==> config.mk <==
export PLATFORM = sky130hd
export DESIGN_NAME = counter_sched
export DESIGN_NICKNAME = d
export VERILOG_FILES = /design/src/rtl/counter_sched.sv
export SDC_FILE = /design/constraint.sdc
export NUM_CORES = 1
export LEC_CHECK = 0
export CAP_MARGIN = 15
export CORE_ASPECT_RATIO = 0.7
export CORE_MARGIN = 1
export CORE_UTILIZATION = 46
export DETAILED_ROUTE_END_ITERATION = 12
export PLACE_DENSITY_LB_ADDON = 0.15
export SLEW_MARGIN = 15
export SYNTH_ARGS = -nofsm -noshare
export SYNTH_HDL_FRONTEND = slang
export SYNTH_SLANG_ARGS = --single-unit
==> constraint.sdc <==
create_clock -name aclk -period 18.5 [get_ports aclk]
set_input_delay 4.625 -clock aclk [delete_from_list [all_inputs] [get_ports aclk]]
set_output_delay 4.625 -clock aclk [all_outputs]
set_load 0.02 [all_outputs]
==> src/rtl/counter_sched.sv <==
// Run-descriptor queue and sequencer for the AXIS counter streamer: pops commands,
// drives the streamer register inputs and paces runs by watching the m_axis handshake.
module counter_sched #(
  parameter int N_FIFO = 3
) (
  input  logic              aclk,
  input  logic              areset,
  input  logic              enable,
  input  logic              abort,
  input  logic              cmd_valid,
  output logic              cmd_ready,
  input  logic [31:0]       cmd_ndata,
  input  logic [31:0]       cmd_nuser,
  input  logic [31:0]       cmd_wait,
  input  logic [15:0]       cmd_gap,
  input  logic [15:0]       cmd_nrep,
  output logic              start_o,
  output logic [31:0]       ndata_o,
  output logic [31:0]       nuser_o,
  output logic [31:0]       wait_o,
  input  logic              mon_tvalid,
  input  logic              mon_tready,
  output logic              busy,
  output logic              done,
  output logic [N_FIFO:0]   fifo_cnt,
  output logic [15:0]       rep_left,
  output logic [1:0]        state_dbg
);

  localparam int DEPTH = 1 << N_FIFO;
  localparam logic [N_FIFO:0] FULL_CNT = (N_FIFO + 1)'(DEPTH);

  typedef enum logic [1:0] {
    IDLE = 2'd0,
    LOAD = 2'd1,
    RUN  = 2'd2,
    GAP  = 2'd3
  } state_t;

  state_t state;

  logic [31:0]       q_ndata [DEPTH];
  logic [31:0]       q_nuser [DEPTH];
  logic [31:0]       q_wait  [DEPTH];
  logic [15:0]       q_gap   [DEPTH];
  logic [15:0]       q_nrep  [DEPTH];
  logic [N_FIFO-1:0] wr_ptr;
  logic [N_FIFO-1:0] rd_ptr;

  logic [15:0] act_gap;
  logic [15:0] gap_cnt;
  logic [31:0] beat_cnt;

  logic full;
  logic push;
  logic pop;
  logic beat;
  logic last_beat;

  // Handshake: a command is taken on any clock where cmd_valid && cmd_ready.
  // cmd_ready drops while full or while abort is held, so nothing slips in during a flush.
  assign full      = (fifo_cnt == FULL_CNT);
  assign cmd_ready = !full && !abort;
  assign push      = cmd_valid && cmd_ready;
  assign pop       = (state == IDLE) && enable && (fifo_cnt != '0) && !abort;
  assign beat      = mon_tvalid && mon_tready;
  assign last_beat = beat && ((beat_cnt + 32'd1) == ndata_o);
  assign state_dbg = state;

  always_ff @(posedge aclk) begin
    if (push) begin
      q_ndata[wr_ptr] <= cmd_ndata;
      q_nuser[wr_ptr] <= cmd_nuser;
      q_wait[wr_ptr]  <= cmd_wait;
      q_gap[wr_ptr]   <= cmd_gap;
      q_nrep[wr_ptr]  <= cmd_nrep;
    end
  end

  always_ff @(posedge aclk or posedge areset) begin
    if (areset) begin
      state    <= IDLE;
      start_o  <= 1'b0;
      done     <= 1'b0;
      busy     <= 1'b0;
      ndata_o  <= '0;
      nuser_o  <= '0;
      wait_o   <= '0;
      fifo_cnt <= '0;
      rep_left <= '0;
      wr_ptr   <= '0;
      rd_ptr   <= '0;
      act_gap  <= '0;
      gap_cnt  <= '0;
      beat_cnt <= '0;
    end else if (abort) begin
      state    <= IDLE;
      start_o  <= 1'b0;
      done     <= 1'b0;
      busy     <= 1'b0;
      fifo_cnt <= '0;
      rep_left <= '0;
      wr_ptr   <= '0;
      rd_ptr   <= '0;
    end else begin
      done <= 1'b0;
      if (push) wr_ptr <= wr_ptr + 1'b1;
      if (pop)  rd_ptr <= rd_ptr + 1'b1;
      if (push && !pop)      fifo_cnt <= fifo_cnt + 1'b1;
      else if (pop && !push) fifo_cnt <= fifo_cnt - 1'b1;

      case (state)
        IDLE: begin
          if (pop) begin
            ndata_o  <= q_ndata[rd_ptr];
            nuser_o  <= q_nuser[rd_ptr];
            wait_o   <= q_wait[rd_ptr];
            act_gap  <= q_gap[rd_ptr];
            rep_left <= (q_nrep[rd_ptr] == 16'd0) ? 16'd1 : q_nrep[rd_ptr];
            busy     <= 1'b1;
            state    <= LOAD;
          end
        end

        LOAD: begin
          beat_cnt <= '0;
          if (ndata_o == 32'd0) begin
            // Empty run: finishes immediately, then paced exactly like a normal run end.
            done     <= 1'b1;
            rep_left <= rep_left - 16'd1;
            if (act_gap != 16'd0) begin
              gap_cnt <= act_gap - 16'd1;
              state   <= GAP;
            end else if (rep_left > 16'd1) begin
              state <= LOAD;
            end else begin
              busy  <= 1'b0;
              state <= IDLE;
            end
          end else begin
            start_o <= 1'b1;
            state   <= RUN;
          end
        end

        RUN: begin
          if (last_beat) begin
            start_o  <= 1'b0;
            done     <= 1'b1;
            rep_left <= rep_left - 16'd1;
            if (act_gap != 16'd0) begin
              gap_cnt <= act_gap - 16'd1;
              state   <= GAP;
            end else if (rep_left > 16'd1) begin
              state <= LOAD;
            end else begin
              busy  <= 1'b0;
              state <= IDLE;
            end
          end else if (beat) begin
            beat_cnt <= beat_cnt + 32'd1;
          end
        end

        GAP: begin
          if (gap_cnt == 16'd0) begin
            if (rep_left != 16'd0) begin
              state <= LOAD;
            end else begin
              busy  <= 1'b0;
              state <= IDLE;
            end
          end else begin
            gap_cnt <= gap_cnt - 16'd1;
          end
        end

        default: begin
          busy  <= 1'b0;
          state <= IDLE;
        end
      endcase
    end
  end

endmodule

Word-level counts from Yosys, hierarchy flattened:

Memories as Yosys holds them, arrays and structs flattened. A register that Yosys moved wholly into a read port is not among the register bits.
Cells that the tools add are included.
W data, S select, Z words.

* flip-flop bits (word level): 79
* latch bits: 0
* memory bits (writable): 1024
* memory bits (read-only): 0
* output and inout port bits: 122
* memories: 5

Memory list
* q_ndata: words 8, width 32, rd ports 1, clocked after memory_dff 1, write ports 1, line 42 `logic [31:0] q_ndata [DEPTH];`
* q_nuser: words 8, width 32, rd ports 1, clocked after memory_dff 1, write ports 1, line 43 `logic [31:0] q_nuser [DEPTH];`
* q_wait: words 8, width 32, rd ports 1, clocked after memory_dff 1, write ports 1, line 44 `logic [31:0] q_wait [DEPTH];`
* q_gap: words 8, width 16, rd ports 1, clocked after memory_dff 1, write ports 1, line 45 `logic [15:0] q_gap [DEPTH];`
* q_nrep: words 8, width 16, rd ports 1, clocked after memory_dff 0, write ports 1, line 46 `logic [15:0] q_nrep [DEPTH];`

* add/subtract/negate cells: 8
* multiply operators: 0
* div/mod/pow operators: 0
* $lt $le $gt $ge: 1
* eq/ne operators: 16
* shift-type cells: 0
* mux-type cells: 49
* bitwise operators: 1
* reduce and logical (&&, ||, !) cells: 34

Operators by type and width (count)
* $mux W16: 9
* $pmux W16 S3: 2
* $mux W32: 2
* $pmux W32 S2: 1
* $sub A16 B1 Y16 const B: 3
* $add A32 B1 Y32 const B: 1
* $eq A32 B32 Y1: 1
* $logic_not A16 Y1: 2
* $logic_not A32 Y1: 1
* $reduce_bool A16 Y1: 2
* $mux W1: 18
* $ne A3 B3 Y1 const B: 6
* $gt A16 B1 Y1 const B: 1
* $mux W2: 6
* $mux W3: 4
* $mux W4: 3
* $ne A2 B2 Y1 const B: 5
* $reduce_and A5 Y1: 2
* $logic_and A1 B1 Y1: 9
* $reduce_and A3 Y1: 3
* $reduce_bool A3 Y1: 3
* $pmux W2 S4: 1
* $reduce_and A4 Y1: 2
* $reduce_bool A4 Y1: 2
* 12 further kinds: 20

Longest topological paths before layout:

* depth after elaboration: 9
* mapped depth: 15
* mapped depth without buffers: 11

Worst setup path after synthesis:

Ideal clock, no wire load.

* path kind: input port to flip-flop
* start: in abort
* end: mem q_gap[2][0], enable pin
* data arrival time: 18609 ps
* data required time: 17526 ps
* slack: -1083 ps
* cell stages on the path: 4
* path through: clkbuf_1 -> a21oi_1 -> nand2_1 -> nor4b_1

* cells in the longest elaborated chain, start to end: 5

Ends and longest elaborated chain
* from (decl): line 9 `input logic abort,`
* $logic_not A1 Y1: line 63 `assign cmd_ready = !full && !abort;`
* $logic_and A1 B1 Y1: line 63
* net cmd_ready: line 11 `output logic cmd_ready,`
* $logic_and A1 B1 Y1: line 64 `assign push = cmd_valid && cmd_ready;`
* $mux W1: line 71 `if (push) begin`
* $mux W1 (implied by the code): line 75 `q_gap[wr_ptr] <= cmd_gap;`
* to (decl): line 45

The timed path passes the listed nets, and every way through them passes these cells.

Worst setup path after layout:

* start: in abort
* end: out cmd_ready

* cells in the longest elaborated chain, start to end: 2

Ends and longest elaborated chain (line)
* $logic_not A1 Y1: 63
* $logic_and A1 B1 Y1: 63
* to (decl): 11

No other way between the ends.

==> reports/summary.log <==
qor: setup_path.path_cells clkdlybuf4s50_1, buf_4, a21oi_1, clkdlybuf4s50_1
qor: placement.io_buffer_count 256
qor: synth.number_of_distinct_library_cell_variants_in_the_gate_level_netlist_after_synthesis 77
qor: setup_path.crit_type input pin to output port
qor: clocking.ctsRootBufferMaster sky130_fd_sc_hd__clkbuf_16
qor: synth.netlist_top_cells_area sky130_fd_sc_hd__edfxtp_1 63%, sky130_fd_sc_hd__mux4_2 12%, sky130_fd_sc_hd__dfrtp_1 9.8%
qor: synth.yosysWarnings 0
qor: setup_path.worst_setup_path_start_kind input pin
qor: routing.via_per_inst 5.86
qor: setup_path.cp_data_required_time 13880 ps
qor: clocking.cts.sink_count 1215
qor: grt.grt-ovfl-total 0
qor: timing.post_layout_min_period 10800 ps
qor: timing.clock_skew 18.9 ps
qor: synth.synth.ff_latch_count 1215
qor: synth.synth-adder-area-share 0.374%
qor: routing.detail_route.first_pass.iterations 6
qor: outcome.run_status finished, final reports clean
qor: setup_path.critical_path.max_fanout 28
qor: clocking.tritoncts.num_buffers 112
qor: clocking.h-tree-depth 3
qor: routing.drtIter0Drc 1879
qor: timing.rsz0062_at_grt false
qor: setup_path.worst_reg2reg_path_depth 11
qor: routing.drtAntennaViolNets 0
qor: power_and_ir_drop.vdd_ir_drop_max 0.105 mV
qor: synth.synthXorXnorAreaFrac 1.06%
qor: floorplanning.die_w 392 um
qor: grt.grt_pass1_wl 172000 um
qor: clocking.clk-insertion-delay-late 710 ps
qor: synth.synth_compound_gate_area_share 4.51%
qor: floorplanning.num_io_pins 257
qor: synth.yosys.area_share.simple 4.98%
qor: synth.yosysSeqAreaShare 72.7%
qor: timing.slew_margin_rel 27.3%
qor: grt.grt_antenna_before_repair 9
qor: timing.timing.final.max_slew_violations 0
qor: synth.synth_largest_type_area_fraction 62.9%
qor: hold_path.hold_path.class flip-flop to flip-flop
qor: cells_and_area.final_net_count 3105
qor: clocking.post_cts_buffers 0
qor: cells_and_area.areaGrowthSynthToFinish 16.3%
qor: power_and_ir_drop.power.density_cell_area 137 nW/um^2
qor: clocking.cts_tree built
qor: synth.postSynthNetCount 2860
qor: synth.syn_area_per_cell 18.0 um^2
qor: synth.synth_top_family_by_area multiplexers
qor: routing.detail_route.drc_violations 0
qor: floorplanning.core-area 105000 um^2
qor: cells_and_area.most_common_cell_after_layout_fill_and_taps_aside sky130_fd_sc_hd__edfxtp_1
qor: floorplanning.core.rowCount 99
qor: power_and_ir_drop.leakagePower 17.9 nW
qor: synth.synth_async_sr_flop_share 15.7%
qor: routing.routed_wirelength 114000 um
qor: hold_path.worst_hold_path.num_cells 1
qor: routing.vias 26200
qor: synth.edff_count_synth 1024
qor: clocking.clkTransAtPathRegs 60 ps
qor: floorplanning.die_area 108000 um^2
qor: clocking.maximum_clock_path_buffer_count 3
qor: setup_path.critical_path_arrival 6170 ps
qor: synth.dominantRegCellSynth sky130_fd_sc_hd__edfxtp_1
qor: floorplanning.dieHeight 275 um
qor: synth.synth.mux.area_fraction 14.6%
qor: placement.place.detailed.hpwl 62400 um
qor: timing.worstMarginPinSlew 1090 ps
qor: cells_and_area.post-route-util 54.2%
qor: synth.synth_area 48900 um^2
qor: setup_path.crit_path_frequent_cell sky130_fd_sc_hd__clkdlybuf4s50_1
qor: cells_and_area.drive_above_1_share 17.0%
qor: synth.syn-instance-count 2711
qor: placement.routabilityCongestion 0.872
qor: grt.grt_max_degree 124
qor: timing.min_period_over_period 58.4%
qor: job.drv_cap 0
qor: setup_path.delay_of_the_slowest_cell_on_the_worst_path 650 ps
qor: setup_path.worst_setup_path_end_kind output port
qor: clocking.ctsHoldBuffers 0
qor: timing.clock.fmax 0.0926 GHz
qor: placement.placed_cells_incl_taps 4256
qor: floorplanning.initial_utilization 46.6%
qor: grt.first_global_vias 26900
qor: cells_and_area.final_cell_mix 1024 x sky130_fd_sc_hd__edfxtp_1, 256 x sky130_fd_sc_hd__mux4_2, 256 x sky130_fd_sc_hd__clkdlybuf4s50_1, 188 x sky130_fd_sc_hd__dfrtp_1, 162 x sky130_fd_sc_hd__nor2_1
qor: grt.groute.usage.overall 21.4%
qor: setup_path.crit_slowest_cell sky130_fd_sc_hd__clkdlybuf4s50_1
qor: timing.setup_viol_count_final 0
qor: routing.wire_per_inst 25.5 um
qor: cells_and_area.layoutNonFillerInstCount 4471
qor: timing.timing.final.hold_violations 0
qor: clocking.post_cts_resized 0
qor: synth.post-synth-top-area-cell sky130_fd_sc_hd__edfxtp_1
synth_stat cells (4+ instances only):
| cell type | count |
|---|---|
| sky130_fd_sc_hd__mux4_2 | 256 |
| sky130_fd_sc_hd__xor2_1 | 30 |
| sky130_fd_sc_hd__inv_1 | 41 |
| sky130_fd_sc_hd__clkbuf_1 | 86 |
| sky130_fd_sc_hd__buf_4 | 9 |
| sky130_fd_sc_hd__edfxtp_1 | 1024 |
| sky130_fd_sc_hd__ha_1 | 13 |
| sky130_fd_sc_hd__buf_2 | 15 |
| sky130_fd_sc_hd__nor2b_1 | 4 |
| sky130_fd_sc_hd__or3_1 | 9 |
| sky130_fd_sc_hd__nor3b_1 | 6 |
| sky130_fd_sc_hd__a221oi_2 | 12 |
| sky130_fd_sc_hd__mux2_2 | 6 |
| sky130_fd_sc_hd__nand3b_1 | 5 |
| sky130_fd_sc_hd__nand4_1 | 20 |
| sky130_fd_sc_hd__nand2_1 | 73 |
| sky130_fd_sc_hd__nand3_1 | 41 |
| sky130_fd_sc_hd__and3_1 | 7 |
| sky130_fd_sc_hd__or4_1 | 14 |
| sky130_fd_sc_hd__buf_1 | 50 |
| sky130_fd_sc_hd__xnor2_1 | 29 |
| sky130_fd_sc_hd__nor3_1 | 46 |
| sky130_fd_sc_hd__o211ai_1 | 28 |
| sky130_fd_sc_hd__dfrtp_1 | 191 |
| sky130_fd_sc_hd__nor4_1 | 50 |
| sky130_fd_sc_hd__buf_6 | 6 |
| sky130_fd_sc_hd__o21a_1 | 4 |
| sky130_fd_sc_hd__o32ai_1 | 5 |
| sky130_fd_sc_hd__and4_1 | 4 |
| sky130_fd_sc_hd__o31ai_1 | 22 |
| sky130_fd_sc_hd__a31oi_1 | 39 |
| sky130_fd_sc_hd__nor2_1 | 164 |
| sky130_fd_sc_hd__a21oi_1 | 142 |
| sky130_fd_sc_hd__a211oi_1 | 4 |
| sky130_fd_sc_hd__o311ai_1 | 8 |
| sky130_fd_sc_hd__nand2b_1 | 12 |
| sky130_fd_sc_hd__o21ai_0 | 38 |
| sky130_fd_sc_hd__or2_2 | 10 |
| sky130_fd_sc_hd__mux2i_1 | 129 |
| sky130_fd_sc_hd__and2_1 | 7 |
layout make-up:
class | instances | area (um^2)
Clock buffer | 154 | 3120
Timing Repair Buffer | 297 | 2970
Tap cell | 1414 | 1770
Clock inverter | 59 | 738
Inverter | 42 | 165
Multi-Input combinational cell | 1288 | 12500
Fill cell | 8161 | 48000
Sequential cell | 1215 | 35500
Antenna cell | 2 | 5.00
stage by stage:
stage | hold WS, ps | area (um^2) | setup slack [ps] | total power [mW] | TNS, ps
after floorplan | 484 | 48900 | -1080 | 4.73 | -285320
after global placement | 508 | 53000 | 7640 | 5.39 | 0
after detailed placement | 518 | 53000 | 7690 | 5.44 | 0
after CTS | 528 | 56800 | 7690 | 7.86 | 0
after global routing | 550 | 56800 | 7600 | 8.13 | 0
final | 531 | 56800 | 7700 | 7.77 | 0
flip-flops by register name (all words and copies together), names as in the netlist, 2 cells and up:
register   cells
ndata_o       32
nuser_o       32
q_wait       256
beat_cnt      32
fifo_cnt       4
wr_ptr         3
gap_cnt       16
wait_o        32
q_nuser      256
q_nrep       128
act_gap       16
q_ndata      256
state_dbg      2
q_gap        128
rep_left      16
rd_ptr         3
logic make-up (layout without fill, tap and decap cells):
kind of cell / Yosys count / in the layout
flip-flops: 1215 / 1215
AND/OR/NAND/NOR: 485 / 485
multiplexers: 391 / 391
AO/OA/AOI/OAI: 339 / 339
buffers and inverters: 208 / 552
XOR/XNOR: 59 / 59
adder cells (fa/ha/maj): 14 / 14
other: 0 / 2
per-layer routing:
layer  wire (um)  GRT usage, %
met2       55200          34.6
met1       50200          30.7
met5         106             0
met3        6560          3.85
met4        1930          4.84
where the power goes:
part           switching [mW]  internal [mW]
Combinational            1.03          0.857
Clock                    1.00           1.41
Sequential              0.262           3.22
critical path, delay by kind of cell:
family | cells | cell delay, ps
compound gates | 1 | 240
buf+inv | 3 | 1310
final timing paths:
check | start | to | slack [ps]
max | abort | cmd_ready | 7700
min | beat_cnt[21] | beat_cnt[21] | 530
max reg2reg | beat_cnt[4] | rep_left[15] | 13320
min reg2reg | beat_cnt[21] | beat_cnt[21] | 530
max in group asynchronous | areset | wait_o[6] | 12550
min in group asynchronous | areset | rep_left[4] | 4380
(Power assumes the default switching activity.)
